<file path="config.mk">
export PLATFORM = sky130hd
export DESIGN_NAME = fb_rect_fill
export DESIGN_NICKNAME = d
export VERILOG_FILES = /design/src/rtl/fb_pkg.sv /design/src/rtl/fb_clip.sv /design/src/rtl/fb_rect_fill.sv
export SDC_FILE = /design/constraint.sdc
export NUM_CORES = 1
export LEC_CHECK = 0
export ABC_CLOCK_PERIOD_IN_PS = 5900
export CELL_PAD_IN_SITES_DETAIL_PLACEMENT = 1
export CELL_PAD_IN_SITES_GLOBAL_PLACEMENT = 2
export CORE_MARGIN = 2
export CORE_UTILIZATION = 36
export DETAILED_ROUTE_END_ITERATION = 7
export PLACE_DENSITY = 0.9
export SYNTH_ARGS = -nofsm -noshare
export SYNTH_HDL_FRONTEND = slang
export SYNTH_SLANG_ARGS = --single-unit
</file>
<file path="constraint.sdc">
create_clock -name clk -period 5.9 [get_ports clk]
set_clock_uncertainty 0.05 [all_clocks]
set_input_delay 1.18 -clock clk [delete_from_list [all_inputs] [get_ports clk]]
set_output_delay 1.18 -clock clk [all_outputs]
set_load 0.01 [all_outputs]
</file>
<file path="src/rtl/fb_pkg.sv">
// Shared framebuffer geometry, pixel format and rectangle-fill state encoding.
// Scan-out timing uses the same H_RES/V_RES.
package fb_pkg;

    localparam int H_RES   = 640;
    localparam int V_RES   = 480;
    localparam int ADDR_W  = 19;
    localparam int DATA_W  = 16;
    localparam int COORD_W = 10;

    typedef enum logic [1:0] {
        IDLE,
        SETUP,
        FILL,
        DONE
    } fb_state_t;

    // Linear offset of a line start; 640 = 512 + 128, so two shifts and an add.
    function automatic logic [ADDR_W-1:0] line_offset(input logic [COORD_W-1:0] y);
        if (H_RES == 640)
            return (ADDR_W'(y) << 9) + (ADDR_W'(y) << 7);
        else
            return ADDR_W'(y) * ADDR_W'(H_RES);
    endfunction

endpackage

</file>
<file path="src/rtl/fb_clip.sv">
// Combinational clip of a fill rectangle against the visible frame, with
// empty-rectangle detection.
module fb_clip
    import fb_pkg::*;
(
    input  logic [COORD_W-1:0] x,
    input  logic [COORD_W-1:0] y,
    input  logic [COORD_W-1:0] w,
    input  logic [COORD_W-1:0] h,
    output logic [COORD_W:0]   x_end,
    output logic [COORD_W:0]   y_end,
    output logic               empty
);

    localparam logic [COORD_W:0] H_LIM = (COORD_W+1)'(H_RES);
    localparam logic [COORD_W:0] V_LIM = (COORD_W+1)'(V_RES);

    logic [COORD_W:0] x_sum;
    logic [COORD_W:0] y_sum;

    always_comb begin
        x_sum = {1'b0, x} + {1'b0, w};
        y_sum = {1'b0, y} + {1'b0, h};
        x_end = (x_sum > H_LIM) ? H_LIM : x_sum;
        y_end = (y_sum > V_LIM) ? V_LIM : y_sum;
        empty = (w == '0) || (h == '0) || ({1'b0, x} >= H_LIM) || ({1'b0, y} >= V_LIM);
    end

endmodule

</file>
<file path="src/rtl/fb_rect_fill.sv">
// Rectangle-fill writer: takes one fill command at a time and writes the
// clipped rectangle into frame RAM port A, one pixel per clock in raster order.
module fb_rect_fill
    import fb_pkg::*;
(
    input  logic               clk,
    input  logic               rst,
    input  logic               cmd_valid,
    output logic               cmd_ready,
    input  logic [COORD_W-1:0] cmd_x,
    input  logic [COORD_W-1:0] cmd_y,
    input  logic [COORD_W-1:0] cmd_w,
    input  logic [COORD_W-1:0] cmd_h,
    input  logic [DATA_W-1:0]  cmd_color,
    output logic               busy,
    output logic               done,
    output logic               mem_en,
    output logic               mem_we,
    output logic [ADDR_W-1:0]  mem_addr,
    output logic [DATA_W-1:0]  mem_din
);

    fb_state_t state, state_nxt;

    logic [COORD_W-1:0] x_q, y_q, w_q, h_q;
    logic [COORD_W-1:0] x_nxt, y_nxt, w_nxt, h_nxt;
    logic [DATA_W-1:0]  color_q, color_nxt;
    logic [COORD_W-1:0] cur_x, cur_y, cur_x_nxt, cur_y_nxt;
    logic [ADDR_W-1:0]  row_base, row_base_nxt;
    logic [ADDR_W-1:0]  addr_nxt;
    logic [DATA_W-1:0]  din_nxt;
    logic               we_nxt, done_nxt;

    logic [COORD_W:0]   x_end, y_end;
    logic               empty;
    logic               last_col, last_row;

    fb_clip u_clip (
        .x     (x_q),
        .y     (y_q),
        .w     (w_q),
        .h     (h_q),
        .x_end (x_end),
        .y_end (y_end),
        .empty (empty)
    );

    assign last_col = ({1'b0, cur_x} + (COORD_W+1)'(1)) == x_end;
    assign last_row = ({1'b0, cur_y} + (COORD_W+1)'(1)) == y_end;
    assign mem_en   = mem_we;

    always_ff @(posedge clk) begin
        if (rst)
            state <= IDLE;
        else
            state <= state_nxt;
    end

    // Write outputs are computed one cycle ahead so the strobe, address and
    // data all come straight from flops in the cycle they are used.
    always_comb begin
        state_nxt    = state;
        x_nxt        = x_q;
        y_nxt        = y_q;
        w_nxt        = w_q;
        h_nxt        = h_q;
        color_nxt    = color_q;
        cur_x_nxt    = cur_x;
        cur_y_nxt    = cur_y;
        row_base_nxt = row_base;
        we_nxt       = 1'b0;
        addr_nxt     = mem_addr;
        din_nxt      = mem_din;
        done_nxt     = 1'b0;

        case (state)
            IDLE: begin
                if (cmd_valid && cmd_ready) begin
                    x_nxt     = cmd_x;
                    y_nxt     = cmd_y;
                    w_nxt     = cmd_w;
                    h_nxt     = cmd_h;
                    color_nxt = cmd_color;
                    state_nxt = SETUP;
                end
            end
            SETUP: begin
                if (empty) begin
                    state_nxt = DONE;
                    done_nxt  = 1'b1;
                end else begin
                    row_base_nxt = line_offset(y_q);
                    cur_x_nxt    = x_q;
                    cur_y_nxt    = y_q;
                    we_nxt       = 1'b1;
                    addr_nxt     = line_offset(y_q) + ADDR_W'(x_q);
                    din_nxt      = color_q;
                    state_nxt    = FILL;
                end
            end
            FILL: begin
                if (last_col && last_row) begin
                    state_nxt = DONE;
                    done_nxt  = 1'b1;
                end else if (last_col) begin
                    cur_x_nxt    = x_q;
                    cur_y_nxt    = cur_y + COORD_W'(1);
                    row_base_nxt = row_base + ADDR_W'(H_RES);
                    we_nxt       = 1'b1;
                    addr_nxt     = row_base + ADDR_W'(H_RES) + ADDR_W'(x_q);
                end else begin
                    cur_x_nxt = cur_x + COORD_W'(1);
                    we_nxt    = 1'b1;
                    addr_nxt  = mem_addr + ADDR_W'(1);
                end
            end
            DONE: begin
                state_nxt = IDLE;
            end
            default: begin
                state_nxt = IDLE;
            end
        endcase
    end

    always_ff @(posedge clk) begin
        if (rst) begin
            x_q       <= '0;
            y_q       <= '0;
            w_q       <= '0;
            h_q       <= '0;
            color_q   <= '0;
            cur_x     <= '0;
            cur_y     <= '0;
            row_base  <= '0;
            mem_we    <= 1'b0;
            mem_addr  <= '0;
            mem_din   <= '0;
            done      <= 1'b0;
            busy      <= 1'b0;
            cmd_ready <= 1'b0;
        end else begin
            x_q       <= x_nxt;
            y_q       <= y_nxt;
            w_q       <= w_nxt;
            h_q       <= h_nxt;
            color_q   <= color_nxt;
            cur_x     <= cur_x_nxt;
            cur_y     <= cur_y_nxt;
            row_base  <= row_base_nxt;
            mem_we    <= we_nxt;
            mem_addr  <= addr_nxt;
            mem_din   <= din_nxt;
            done      <= done_nxt;
            busy      <= (state_nxt != IDLE);
            cmd_ready <= (state_nxt == IDLE);
        end
    end

endmodule

</file>
* Word level (Yosys, flattened, before mapping)
Cells that the tools add are included.
** Storage, ports and cells
- Register bits after elaboration :: 136
- Bits in latches :: 0
- Bits in writable memories :: 0
- Memory bits (read-only) :: 0
- Memories kept :: 0
** Operators by class
- Add/subtract/negate cells :: 11
- Multiply operators :: 0
- Divide/modulo/power cells :: 0
- $lt $le $gt $ge :: 4
- Eq/ne operators :: 8
- Shifts and indexed selects :: 0
- Mux-type cells :: 29
- Bitwise gates (word level) :: 1
- Reduce and logical (&&, ||, !) cells :: 15
** Operator list (count)
- $mux 19 :: 7
- $pmux 19 s2 :: 2
- $mux 10 :: 6
- $pmux 10 s2 :: 2
- $add 19x10->19 :: 2
- $add 10x1->11 const B :: 2
- $add 10x10->11 :: 2
- $eq 11x11->1 :: 2
- $mux 11 :: 2
- $add 10x1->10 const B :: 2
- $logic_not 10->1 :: 2
- $add 19x1->19 const B :: 1
- $add 19x10->19 const B :: 1
- $add 19x17->19 :: 1
- $gt 11x10->1 const B :: 1
- $gt 11x9->1 const B :: 1
- $ge 10x10->1 const B :: 1
- $ge 10x9->1 const B :: 1
- $pmux 2 s4 :: 1
- $ne 2x2->1 const B :: 3
- $mux 1 :: 5
- $eq 2x2->1 const B :: 2
- $logic_not 2->1 :: 2
- $mux 2 :: 2
- other kinds (9) :: 15

* Longest topological paths before layout
Gate-level depths: netlist (run 1).
- Word-level depth :: 9
- Gate-level depth with buffers :: 17

* Modules after synthesis
From an unflattened synthesis (run 1), not the netlist that was laid out.
** Second synthesis, totals
- Cell total of the unflattened synthesis :: 1177
- Area total of the unflattened synthesis :: 8923.6 um2
** Modules (own cells, without submodules)
- fb_rect_fill :: times used 1, cells each 1004, area an instance 7603.5 um2, sequential area each 2582.5 um2
- fb_clip :: times used 1, cells each 173, area an instance 1320.0 um2, sequential area each 0.0 um2

* Least setup slack after synthesis (run 1)
Ideal clock, no wire load.
- Path kind :: flip-flop to flip-flop
- Start point :: register x_q[0]
- End point :: register row_base[7]
- Library setup time :: 0.103 ns
- Data arrival time :: 3.724 ns
- Path slack :: 2.023 ns
- Stages on the path, launching flop included :: 15
- Period minus slack after synthesis :: 3.877 ns
- Path through :: dfxtp_1 -> ha_1 -> inv_1 -> fa_1 -> or3b_2 -> mux2i_1 -> o211ai_1 -> o211a_1 -> o32ai_1 -> or4b_1 -> buf_4 -> a311oi_2 -> o21bai_1 -> buf_2 -> a2111oi_2
** On the way
- Cells in the longest elaborated chain, start to end :: 7
- Elaborated cells on any way between the ends :: 12
- Classes of those cells :: 1 x add/sub; 2 x order compare; 4 x eq/ne; 1 x mux; 4 x reduce/logical
** RTL lines
- start, declared :: line fb_rect_fill.sv:25 : logic [COORD_W-1:0] x_q, y_q, w_q, h_q;
- start signal, assigned :: line fb_rect_fill.sv:143 : x_q <= x_nxt;
- $add 10x10->11 :: line fb_clip.sv:22 : x_sum = {1'b0, x} + {1'b0, w};
- $gt 11x10->1 :: line fb_clip.sv:24 : x_end = (x_sum > H_LIM) ? H_LIM : x_sum;
- $mux 11 :: line fb_clip.sv:24
- $eq 11x11->1 :: line fb_rect_fill.sv:48 : assign last_col = ({1'b0, cur_x} + (COORD_W+1)'(1)) == x_end;
- $logic_and 1x1->1 :: line fb_rect_fill.sv:102 : if (last_col && last_row) begin
- $ne 2x2->1 (no line)
- $reduce_and 4->1 (no line) (*)
- end signal, assigned :: line fb_rect_fill.sv:150 : row_base <= row_base_nxt;
- end, declared :: line fb_rect_fill.sv:29 : logic [ADDR_W-1:0] row_base, row_base_nxt;
Every way passes the cells marked *; elsewhere a longest branch is shown, timed or not.
A chain may end at the register's enable or synchronous reset.

* Final worst setup path (run 1)
- Start point :: register w_q[0]
- End point :: register cur_x[5]
** On the way
- Cells in the longest elaborated chain, start to end :: 7
- Elaborated cells on any way between the ends :: 15
- Classes of those cells :: 1 x add/sub; 1 x order compare; 3 x eq/ne; 4 x mux; 6 x reduce/logical
** RTL lines
- start, declared :: line fb_rect_fill.sv:25
- start signal, assigned :: line fb_rect_fill.sv:145 : w_q <= w_nxt;
- $add 10x10->11 :: line fb_clip.sv:22
- $gt 11x10->1 :: line fb_clip.sv:24
- $mux 11 :: line fb_clip.sv:24
- $eq 11x11->1 :: line fb_rect_fill.sv:48
- $mux 10 / $logic_and 1x1->1 (equally long branches) :: line fb_rect_fill.sv:105, fb_rect_fill.sv:102
- $mux 10 / $ne 2x2->1 (equally long branches)
- $pmux 10 s2 / $reduce_and 3->1 (equally long branches)
- end signal, assigned :: line fb_rect_fill.sv:148 : cur_x <= cur_x_nxt;
- end, declared :: line fb_rect_fill.sv:28 : logic [COORD_W-1:0] cur_x, cur_y, cur_x_nxt, cur_y_nxt;
Several ways; a longest one is shown, not always the timed one. The select of a mux whose other input is x is not followed.

==> insert_results.sql, run 1 <==
INSERT INTO impl_metrics (metric_group, metric, value, unit) VALUES
('status', 'run_status', 'completed', ''),
('worst_setup_path', 'reg2reg_depth', '13', ''),
('worst_hold_path', 'min_path_cells', '2', ''),
('synth', 'synthesis.area', '8290', 'um^2'),
('clock_tree', 'cts_made_buffers', '17', ''),
('sta', 'postLayoutSetupSlackWorst', '0.991', 'ns'),
('flow_run', 'drv.max_cap_violation_count', '0', ''),
('sta', 'hold_slack', '0.406', 'ns'),
('place', 'post-place-ws', '1.09', 'ns'),
('sta', 'grt_setup_unrepaired', 'false', ''),
('layout', 'ff_latch_area', '2580', 'um^2'),
('synth', 'netlist-cell-type-count', '78', ''),
('synth', 'ys_seq_elements', '129', ''),
('worst_setup_path', 'arrival', '5.21', 'ns'),
('sta', 'max_slew.worst_pin.slew', '0.952', 'ns'),
('global_route', 'pin_count_of_the_biggest_net_entering_global_routing', '57', ''),
('die', 'dieArea', '24200', 'um^2'),
('detailed_routing', 'detail_route.iter0.violations', '452', ''),
('detailed_routing', 'routedWlPerCell', '18.2', 'um'),
('clock_tree', 'tritoncts', 'done', ''),
('synth', 'number_of_enable_type_register_cells_in_the_synthesized_netlist', '0', ''),
('clock_tree', 'clk_latency', '0.44', 'ns'),
('sta', 'final.setup.tns', '0', 'ns'),
('clock_tree', 'ctsHtreeMaxLevel', '4', ''),
('layout', 'area_delta_synth_final', '21.4', '%'),
('global_route', 'grt_first_pass_wirelength', '43600', 'um'),
('global_route', 'initial_antenna_violation_count', '0', ''),
('sta', 'setup_viol', '0', ''),
('clock_tree', 'cell_at_the_root_of_the_clock_tree', 'sky130_fd_sc_hd__clkbuf_16', ''),
('die', 'design.core.area', '22600', 'um^2'),
('worst_setup_path', 'start_kind', 'register', ''),
('synth', 'ys.flop_type', 'sky130_fd_sc_hd__dfxtp_1', ''),
('pwr', 'maximum_vdd_ir_drop', '0.163', 'mV'),
('synth', 'synthesis.area_per_instance', '7.74', 'um^2'),
('layout', 'multiInputGateArea', '5370', 'um^2'),
('synth', 'ys_seq_area_frac', '0.312', ''),
('detailed_routing', 'wirelength', '26300', 'um'),
('global_route', 'globalRouteTotalUtil', '0.224', ''),
('worst_hold_path', 'hold_path.class', 'register to register', ''),
('synth', 'yosys_warn_count', '0', ''),
('clock_tree', 'postCtsSetupRepairBufs', '0', ''),
('die', 'die_boundary_width', '156', 'um'),
('worst_setup_path', 'critical_path.endpoint_type', 'register', ''),
('die', 'row_count', '55', ''),
('place', 'dp_hpwl', '19000', 'um'),
('sta', 'post-route-period-util', '0.832', ''),
('clock_tree', 'cts.reportedPaths.clkPinSlew', '0.07', 'ns'),
('global_route', 'grt_pass1_vias', '8374', ''),
('die', 'fp.dieH', '156', 'um'),
('synth', 'synth_async_sr_flop_share', '0', ''),
('layout', 'drive_gt1_frac', '0.0527', ''),
('worst_setup_path', 'critPathMaxFanout', '26', ''),
('detailed_routing', 'post_drt_via_cell_ratio', '5.59', ''),
('clock_tree', 'cts_buffer_depth', '2', ''),
('global_route', 'gr-total-overflow', '0', ''),
('sta', 'final.min_clock_period', '4.91', 'ns'),
('pwr', 'static-leakage-power', '0.00387', 'uW'),
('synth', 'syn_nets', '1175', ''),
('synth', 'post_synth_inst_count', '1070', ''),
('detailed_routing', 'detail_route.drc_violations', '0', ''),
('sta', 'timing.max_slew.rel_slack', '0.366', ''),
('sta', 'report.final.hold_viol_count', '0', ''),
('layout', 'final_net_count', '1250', ''),
('worst_setup_path', 'crit_type', 'register to register', ''),
('place', 'gp_congestion', '0.886', ''),
('place', 'buffer_ports.inserted', '98', ''),
('layout', 'antenna-diode-count', '0', ''),
('clock_tree', 'postCtsResizedCells', '0', ''),
('pwr', 'p_per_area', '350', 'nW/um^2'),
('detailed_routing', 'ant_nets', '0', ''),
('die', 'floorplan.io_pins', '99', ''),
('detailed_routing', 'detailroute.via_count', '8065', ''),
('worst_setup_path', 'critical_path_rt', '6.20', 'ns'),
('clock_tree', 'cts_sinks', '129', ''),
('sta', 'max_freq', '204', 'MHz'),
('die', 'start_util', '0.366', ''),
('layout', 'number_of_filler_cells_placed_in_the_layout', '2791', ''),
('detailed_routing', 'firstDrtPassIters', '5', ''),
('sta', 'slew_violations', '0', ''),
('clock_tree', 'cts.hold.buffers_added', '0', '');
state kept, by name (all words and copies together), names as in the netlist:
register and flops:
mem_addr 19, color_q 16, mem_din 16, row_base 12
cur_x 10, cur_y 10, h_q 10, w_q 10
x_q 10, y_q 10, state 2, busy 1
cmd_ready 1, done 1, mem_en 1
area by class of cell:
class	instances	area share
well taps	285	0.0355
inverters	31	0.0116
multi-input cells	859	0.534
flip-flops and latches	129	0.257
clock buffers	17	0.0423
repair buffers	107	0.104
clock inverters	15	0.0162
cells in the final DEF, fill, tap and decap left out, types with 28 or more instances in the layout:
| master | synthesis | routed |
|---|---|---|
| sky130_fd_sc_hd__a21oi_1 | 128 | 128 |
| sky130_fd_sc_hd__clkdlybuf4s50_1 | 0 | 97 |
| sky130_fd_sc_hd__dfxtp_1 | 129 | 129 |
| sky130_fd_sc_hd__ha_1 | 42 | 42 |
| sky130_fd_sc_hd__inv_1 | 30 | 30 |
| sky130_fd_sc_hd__nand2_1 | 179 | 179 |
| sky130_fd_sc_hd__nand3_1 | 29 | 28 |
| sky130_fd_sc_hd__nor2_1 | 74 | 74 |
| sky130_fd_sc_hd__nor3_1 | 30 | 30 |
| sky130_fd_sc_hd__o21ai_0 | 34 | 34 |
| sky130_fd_sc_hd__xnor2_1 | 45 | 45 |
| sky130_fd_sc_hd__xor2_1 | 36 | 36 |
path summary, 6_finish.rpt:
| check | start | end | slack (ns) |
|---|---|---|---|
| max | w_q[0] | cur_x[5] | 0.99 |
| min reg2reg | color_q[10] | color_q[10] | 0.41 |
| min | color_q[10] | color_q[10] | 0.41 |
| max reg2reg | w_q[0] | cur_x[5] | 0.99 |
critical path: stages, from the launching register on:
cell and delay, ns:
sky130_fd_sc_hd__dfxtp_1 0.37, sky130_fd_sc_hd__ha_1 0.21, sky130_fd_sc_hd__inv_1 0.07, sky130_fd_sc_hd__fa_1 0.56
sky130_fd_sc_hd__or3b_2 0.46, sky130_fd_sc_hd__mux2i_1 0.21, sky130_fd_sc_hd__o211ai_1 0.14, sky130_fd_sc_hd__o211a_1 0.26
sky130_fd_sc_hd__o32ai_1 0.29, sky130_fd_sc_hd__or4b_1 0.73, sky130_fd_sc_hd__o21ai_2 0.85, sky130_fd_sc_hd__nand2_1 0.26
sky130_fd_sc_hd__a21boi_0 0.19, sky130_fd_sc_hd__o22ai_1 0.17
power by group:
part / internal [uW] / leakage [uW] / switching (uW) / total [uW]
sequential: 980 / 0.00104 / 134 / 1110
combinational: 503 / 0.00254 / 835 / 1340
clock: 569 / 0.000281 / 500 / 1070
total: 2050 / 0.00387 / 1470 / 3520
synth_stat cells (6+ instances only):
cell / instances / area share
sky130_fd_sc_hd__nand2_1: 179 / 0.081
sky130_fd_sc_hd__dfxtp_1: 129 / 0.31
sky130_fd_sc_hd__a21oi_1: 128 / 0.077
sky130_fd_sc_hd__nor2_1: 74 / 0.034
sky130_fd_sc_hd__xnor2_1: 45 / 0.048
sky130_fd_sc_hd__ha_1: 42 / 0.063
sky130_fd_sc_hd__xor2_1: 36 / 0.038
sky130_fd_sc_hd__o21ai_0: 34 / 0.021
sky130_fd_sc_hd__clkbuf_1: 33 / 0.015
sky130_fd_sc_hd__inv_1: 30 / 0.014
sky130_fd_sc_hd__nor3_1: 30 / 0.018
sky130_fd_sc_hd__nand3_1: 29 / 0.018
sky130_fd_sc_hd__mux2i_1: 27 / 0.033
sky130_fd_sc_hd__o211ai_1: 19 / 0.017
sky130_fd_sc_hd__o21ai_1: 18 / 0.011
sky130_fd_sc_hd__and3_1: 16 / 0.012
sky130_fd_sc_hd__a21o_1: 14 / 0.013
sky130_fd_sc_hd__nand2b_1: 13 / 0.0098
sky130_fd_sc_hd__nand4_1: 12 / 0.0091
sky130_fd_sc_hd__a31oi_1: 9 / 0.0068
sky130_fd_sc_hd__or3_1: 9 / 0.0068
sky130_fd_sc_hd__buf_1: 8 / 0.0036
sky130_fd_sc_hd__nor4_1: 7 / 0.0053
sky130_fd_sc_hd__o22ai_1: 7 / 0.0053
sky130_fd_sc_hd__o32ai_1: 7 / 0.0074
sky130_fd_sc_hd__a211oi_1: 6 / 0.0054
cells by family (layout without fill, tap and decap cells):
logic type	count (synthesis)	in the layout	synth area share
AO/OA/AOI/OAI	305	305	0.232
XOR/XNOR	81	81	0.0856
adder cells (fa/ha/maj)	46	46	0.0731
buffers and inverters	82	170	0.0415
flip-flops	129	129	0.312
multiplexers	29	29	0.0353
AND/OR/NAND/NOR	398	398	0.221
routing by layer:
metal  vias up  wire (um)  GRT usage
met5         -          0          0
met4         0        421     0.0668
met3        30        951     0.0389
met2       163      12300      0.379
met1      3890      12600      0.293
li1       3982          -          -
per-stage QoR:
stage	instance area, um^2	power [uW]	instances	utilization
6_report	10100	3520	1443	0.444
3_5_place_dp	9470	2460	1411	0.418
2_1_floorplan	8290	2020	1070	-
4_1_cts	10100	3540	1443	0.444
5_1_grt	10100	3750	1443	0.444
3_3_place_gp	9470	2420	1411	0.418
(Power assumes the default switching activity.)
==> run 2: changes to the inputs <==
Settings changed: ABC_CLOCK_PERIOD_IN_PS 5900 to 3900, CORE_UTILIZATION 36 to 30, PLACE_DENSITY 0.9 to 0.8.
Clock period 5.9 ns to 3.9 ns, I/O delays scaled along.
==> insert_results.sql, run 2 (synthesized netlist as in run 1, its figures left out) <==
INSERT INTO impl_metrics (metric_group, metric, value, unit) VALUES
('die', 'design.core.area', '27000', 'um^2'),
('sta', 'timing.max_slew.rel_slack', '0.294', ''),
('die', 'row_count', '60', ''),
('worst_setup_path', 'arrival', '4.31', 'ns'),
('pwr', 'static-leakage-power', '0.00458', 'uW'),
('detailed_routing', 'routedWlPerCell', '17.4', 'um'),
('sta', 'final.min_clock_period', '4.02', 'ns'),
('clock_tree', 'cell_at_the_root_of_the_clock_tree', 'sky130_fd_sc_hd__clkbuf_16', ''),
('detailed_routing', 'detail_route.drc_violations', '0', ''),
('global_route', 'grt_pass1_vias', '8433', ''),
('global_route', 'initial_antenna_violation_count', '0', ''),
('die', 'dieArea', '29000', 'um^2'),
('layout', 'ff_latch_area', '2580', 'um^2'),
('layout', 'drive_gt1_frac', '0.181', ''),
('global_route', 'gr-total-overflow', '0', ''),
('layout', 'multiInputGateArea', '5690', 'um^2'),
('layout', 'layout_commonest_cell', 'sky130_fd_sc_hd__nand2_1', ''),
('status', 'violated_checks', 'negative setup slack', ''),
('worst_setup_path', 'critPathMaxFanout', '5', ''),
('clock_tree', 'cts_made_buffers', '17', ''),
('clock_tree', 'clk_latency', '0.44', 'ns'),
('place', 'gp_congestion', '0.849', ''),
('worst_setup_path', 'crit_type', 'register to register', ''),
('layout', 'layout_common_cells', '176 x sky130_fd_sc_hd__nand2_1, 127 x sky130_fd_sc_hd__dfxtp_1, 124 x sky130_fd_sc_hd__a21oi_1, 120 x sky130_fd_sc_hd__buf_4, 97 x sky130_fd_sc_hd__clkdlybuf4s50_1', ''),
('place', 'buffer_ports.inserted', '98', ''),
('sta', 'setup_viol', '36', ''),
('global_route', 'globalRouteTotalUtil', '0.196', ''),
('detailed_routing', 'firstDrtPassIters', '4', ''),
('detailed_routing', 'detail_route.iter0.violations', '425', ''),
('status', 'run_status', 'finished, violations left', ''),
('sta', 'slew_violations', '0', ''),
('die', 'floorplan.io_pins', '99', ''),
('die', 'start_util', '0.307', ''),
('sta', 'report.final.hold_viol_count', '0', ''),
('clock_tree', 'cts.hold.buffers_added', '0', ''),
('clock_tree', 'cts_sinks', '129', ''),
('clock_tree', 'tritoncts', 'done', ''),
('layout', 'layout_top_registers', 'mem_addr x19, color_q x16, mem_din x16', ''),
('sta', 'postLayoutSetupSlackWorst', '-0.124', 'ns'),
('layout', 'number_of_filler_cells_placed_in_the_layout', '3240', ''),
('global_route', 'pin_count_of_the_biggest_net_entering_global_routing', '64', ''),
('flow_run', 'drv.max_cap_violation_count', '0', ''),
('worst_hold_path', 'hold_path.class', 'register to register', ''),
('sta', 'max_freq', '249', 'MHz'),
('pwr', 'total_power', '6030', 'uW'),
('detailed_routing', 'wirelength', '28300', 'um'),
('pwr', 'p_per_area', '526', 'nW/um^2'),
('detailed_routing', 'post_drt_via_cell_ratio', '5.21', ''),
('pwr', 'maximum_vdd_ir_drop', '0.257', 'mV'),
('worst_setup_path', 'critical_path_rt', '4.18', 'ns'),
('sta', 'post-route-period-util', '1.03', ''),
('worst_setup_path', 'critical_path.endpoint_type', 'register', ''),
('clock_tree', 'cts_buffer_depth', '2', ''),
('die', 'die_boundary_width', '170', 'um'),
('sta', 'final.setup.tns', '-1.66', 'ns'),
('global_route', 'grt_first_pass_wirelength', '45000', 'um'),
('sta', 'grt_setup_unrepaired', 'true', ''),
('layout', 'largest_register_ffs', '19', ''),
('worst_setup_path', 'start_kind', 'register', ''),
('layout', 'largest-register', 'mem_addr', ''),
('sta', 'max_slew.worst_pin.slew', '1.06', 'ns'),
('place', 'dp_hpwl', '21000', 'um'),
('clock_tree', 'cts.reportedPaths.clkPinSlew', '0.07', 'ns'),
('layout', 'final_net_count', '1377', ''),
('clock_tree', 'ctsHtreeMaxLevel', '4', ''),
('detailed_routing', 'detailroute.via_count', '8479', ''),
('detailed_routing', 'ant_nets', '0', ''),
('layout', 'antenna-diode-count', '0', ''),
('layout', 'area_delta_synth_final', '38.4', '%'),
('die', 'fp.dieH', '170', 'um');
==> run 2: cell types whose count changed in the layout (fill, tap and decap cells not counted), sizes merged <==
| cell | change |
|---|---|
| inv | -2 |
| or2 | +1 |
| clkinvlp | -1 |
| buf | +126 |
| clkinv | +3 |
==> run 2: layer usage <==
layer | global-route usage | routed length [um]
met5 | 0 | 0
met4 | 0.0353 | 192
met3 | 0.0319 | 715
met2 | 0.334 | 13600
met1 | 0.263 | 13800
==> run 2: cell type report <==
class / count / share of cell area
Clock buffer: 17 / 0.0371
Clock inverter: 15 / 0.0145
Inverter: 31 / 0.0101
Multi-Input combinational cell: 860 / 0.496
Sequential cell: 129 / 0.225
Tap cell: 341 / 0.0372
Timing Repair Buffer: 233 / 0.179
==> run 2: repair_timing <==
action,4_1_cts,5_1_grt
gates resized for setup,40,50
gates cloned,2,2
pin swaps,17,30
setup endpoints to repair,55,56
setup buffers,10,8
endpoints found under the hold margin,0,0
==> run 2: power by group <==
part | switching, uW | total, uW | internal [uW] | leakage [uW]
clock | 765 | 1620 | 860 | 0.000284
combinational | 1530 | 2760 | 1240 | 0.00325
sequential | 161 | 1640 | 1480 | 0.00105
==> run 2: worst paths after layout <==
path | start | end | slack (ns) | cells after the start
worst min register to register | color_q[11] | color_q[11] | 0.41 | 2
worst max register to register | w_q[0] | cmd_ready | -0.12 | 14
worst min-delay path | color_q[11] | color_q[11] | 0.41 | 2
worst max-delay path | w_q[0] | cmd_ready | -0.12 | 14
==> run 2: critical path, cell delays in order (launching register included) <==
cell,delay [ns]
sky130_fd_sc_hd__dfxtp_2,0.36
sky130_fd_sc_hd__ha_4,0.14
sky130_fd_sc_hd__inv_2,0.03
sky130_fd_sc_hd__fa_2,0.52
sky130_fd_sc_hd__or3b_4,0.37
sky130_fd_sc_hd__mux2i_2,0.18
sky130_fd_sc_hd__o211ai_1,0.13
sky130_fd_sc_hd__o211a_1,0.26
sky130_fd_sc_hd__o32ai_2,0.27
sky130_fd_sc_hd__or4b_4,0.54
sky130_fd_sc_hd__buf_4,0.17
sky130_fd_sc_hd__nor2_4,0.20
sky130_fd_sc_hd__nand4_1,0.29
sky130_fd_sc_hd__a21o_1,0.28
sky130_fd_sc_hd__and3_1,0.14
==> run 2: per-stage QoR <==
step	std cells	setup WS (ns)	util	hold WS [ns]	instance area, um^2
after CTS	1618	-0.135	0.414	0.409	11200
after global routing	1626	-0.261	0.424	0.418	11500
final	1626	-0.124	0.424	0.407	11500
after global placement	1574	-0.273	0.383	0.393	10400
after detailed placement	1574	-0.321	0.383	0.399	10400
after floorplan	1070	0.0225	-	0.386	8290
==> run 3: changes to the inputs <==
Settings changed: CTS_CLUSTER_SIZE from default to 20, SKIP_CTS_REPAIR_TIMING from default to 1.
==> insert_results.sql, run 3 (synthesized netlist as in run 1, its figures left out) <==
INSERT INTO impl_metrics (metric_group, metric, value, unit) VALUES
('status', 'run_status', 'finished, violations left', ''),
('status', 'violated_checks', 'negative setup slack', ''),
('die', 'start_util', '0.307', ''),
('worst_setup_path', 'reg2reg_depth', '14', ''),
('worst_setup_path', 'regToRegSetupSlack', '-0.25', 'ns'),
('detailed_routing', 'ant_nets', '0', ''),
('sta', 'grt_setup_unrepaired', 'true', ''),
('clock_tree', 'clk_latency', '0.44', 'ns'),
('worst_setup_path', 'cp_slowest_cell', 'sky130_fd_sc_hd__fa_2', ''),
('global_route', 'grt_first_pass_wirelength', '43900', 'um'),
('layout', 'largest_register_ffs', '19', ''),
('pwr', 'maximum_vdd_ir_drop', '0.219', 'mV'),
('sta', 'postLayoutSetupSlackWorst', '-0.248', 'ns'),
('global_route', 'globalRouteTotalUtil', '0.191', ''),
('sta', 'final.setup.tns', '-7.69', 'ns'),
('clock_tree', 'ctsHtreeMaxLevel', '4', ''),
('die', 'row_count', '60', ''),
('worst_setup_path', 'critical_path.endpoint_type', 'register', ''),
('layout', 'final_net_count', '1375', ''),
('detailed_routing', 'firstDrtPassIters', '4', ''),
('sta', 'max_freq', '241', 'MHz'),
('die', 'design.core.area', '27000', 'um^2'),
('global_route', 'grt_pass1_vias', '8266', ''),
('worst_setup_path', 'arrival', '4.46', 'ns'),
('worst_setup_path', 'crit_path_start', 'x_q[0]', ''),
('clock_tree', 'cts_sinks', '129', ''),
('place', 'gp_congestion', '0.849', ''),
('clock_tree', 'tritoncts', 'done', ''),
('worst_setup_path', 'crit_type', 'register to register', ''),
('clock_tree', 'cts_made_buffers', '17', ''),
('place', 'buffer_ports.inserted', '98', ''),
('sta', 'final.min_clock_period', '4.15', 'ns'),
('worst_setup_path', 'critical_path_rt', '4.21', 'ns'),
('flow_run', 'drv.max_cap_violation_count', '0', ''),
('pwr', 'static-leakage-power', '0.00457', 'uW'),
('worst_setup_path', 'cp_capture_point', 'cur_y[0]', ''),
('layout', 'area_delta_synth_final', '39.2', '%'),
('detailed_routing', 'wirelength', '28100', 'um'),
('detailed_routing', 'post_drt_via_cell_ratio', '5.20', ''),
('worst_hold_path', 'hold_path.class', 'register to register', ''),
('layout', 'antenna-diode-count', '0', ''),
('worst_setup_path', 'regToRegEndpoint', 'cur_y[0]', ''),
('layout', 'layout_top_registers', 'mem_addr x19, color_q x16, mem_din x16', ''),
('clock_tree', 'cts_buffer_depth', '2', ''),
('worst_hold_path', 'holdCritStartpoint', 'color_q[11]', ''),
('sta', 'slew_violations', '0', ''),
('die', 'die_boundary_width', '170', 'um'),
('detailed_routing', 'detail_route.iter0.violations', '392', ''),
('global_route', 'gr-total-overflow', '0', ''),
('detailed_routing', 'detail_route.drc_violations', '0', ''),
('layout', 'drive_gt1_frac', '0.194', ''),
('worst_setup_path', 'start_kind', 'register', ''),
('die', 'dieArea', '29000', 'um^2'),
('worst_setup_path', 'critPathMaxStageDelay', '0.56', 'ns'),
('layout', 'layout_common_cells', '178 x sky130_fd_sc_hd__nand2_1, 127 x sky130_fd_sc_hd__dfxtp_1, 116 x sky130_fd_sc_hd__a21oi_1, 114 x sky130_fd_sc_hd__buf_4, 97 x sky130_fd_sc_hd__clkdlybuf4s50_1', ''),
('detailed_routing', 'detailroute.via_count', '8440', ''),
('sta', 'report.final.hold_viol_count', '0', ''),
('worst_setup_path', 'critPathMaxFanout', '5', ''),
('sta', 'hold_slack', '0.406', 'ns'),
('layout', 'largest-register', 'mem_addr', ''),
('global_route', 'pin_count_of_the_biggest_net_entering_global_routing', '64', ''),
('sta', 'max_slew.worst_pin.slew', '1.06', 'ns'),
('global_route', 'initial_antenna_violation_count', '0', ''),
('clock_tree', 'cell_at_the_root_of_the_clock_tree', 'sky130_fd_sc_hd__clkbuf_16', ''),
('worst_setup_path', 'crit_path_cell_trace', 'ha_4 -> inv_2 -> fa_2 -> or3b_4 -> mux2i_2 -> o211ai_1 -> o211a_1 -> o32ai_2 -> or4b_4 -> buf_6 -> a311oi_4 -> nand2b_1 -> or3_1 -> a31oi_1', ''),
('die', 'fp.dieH', '170', 'um'),
('clock_tree', 'cts.reportedPaths.clkPinSlew', '0.07', 'ns'),
('worst_setup_path', 'rr_startpoint', 'x_q[0]', ''),
('place', 'dp_hpwl', '21000', 'um'),
('sta', 'setup_viol', '56', ''),
('layout', 'layout_commonest_cell', 'sky130_fd_sc_hd__nand2_1', ''),
('pwr', 'total_power', '6030', 'uW'),
('die', 'floorplan.io_pins', '99', ''),
('detailed_routing', 'routedWlPerCell', '17.3', 'um'),
('sta', 'post-route-period-util', '1.06', ''),
('pwr', 'p_per_area', '523', 'nW/um^2'),
('sta', 'timing.max_slew.rel_slack', '0.295', '');
run 3: cell types whose count changed in the layout (fill, tap and decap cells not counted), sizes merged:
cell,before,now
or2,5,4
buf,136,134
clkbuf,17,18
run 3: layout make-up:
| type | count | area (um^2) |
|---|---|---|
| Clock inverter | 15 | 166 |
| Tap cell | 341 | 427 |
| Fill cell | 3223 | 15500 |
| Sequential cell | 129 | 2580 |
| Clock buffer | 17 | 425 |
| Inverter | 31 | 116 |
| Multi-Input combinational cell | 859 | 5750 |
| Timing Repair Buffer | 232 | 2060 |
run 3: how the worst min path moves through the flow:
stage                             end  depth (start not counted)  slack, ns
final                     color_q[11]                          2       0.41
after global routing      color_q[11]                          2       0.42
after CTS                 color_q[11]                          2       0.41
after detailed placement  color_q[11]                          2       0.40
after global placement     color_q[1]                          2       0.39
after floorplan            color_q[0]                          2       0.39
run 3: critical path, delay by kind of cell, from the launching register on:
kind / cells / cell delay (ns)
adder cells (fa/ha/maj): 2 / 0.70
buffers and inverters: 2 / 0.19
AND/OR/NAND/NOR: 4 / 1.41
AO/OA/AOI/OAI: 5 / 1.16
flip-flops: 1 / 0.35
multiplexers: 1 / 0.20
run 3: metal layers:
layer,track usage,wire [um]
met2,0.322,13500
met1,0.260,13700
met5,0,0
met3,0.0305,762
met4,0.0346,187
run 3: per-stage QoR:
stage | cells | setup WS (ns) | util | cell area (um^2)
2_1_floorplan | 1070 | 0.0225 | - | 8290
3_3_place_gp | 1574 | -0.273 | 0.383 | 10400
3_5_place_dp | 1574 | -0.321 | 0.383 | 10400
4_1_cts | 1606 | -0.370 | 0.405 | 10900
5_1_grt | 1624 | -0.387 | 0.427 | 11500
6_report | 1624 | -0.248 | 0.427 | 11500
run 3: power breakdown:
part	internal (uW)	total (uW)	switching, uW	leakage [uW]
combinational	1220	2750	1540	0.00324
sequential	1480	1640	162	0.00105
clock	860	1630	769	0.000284
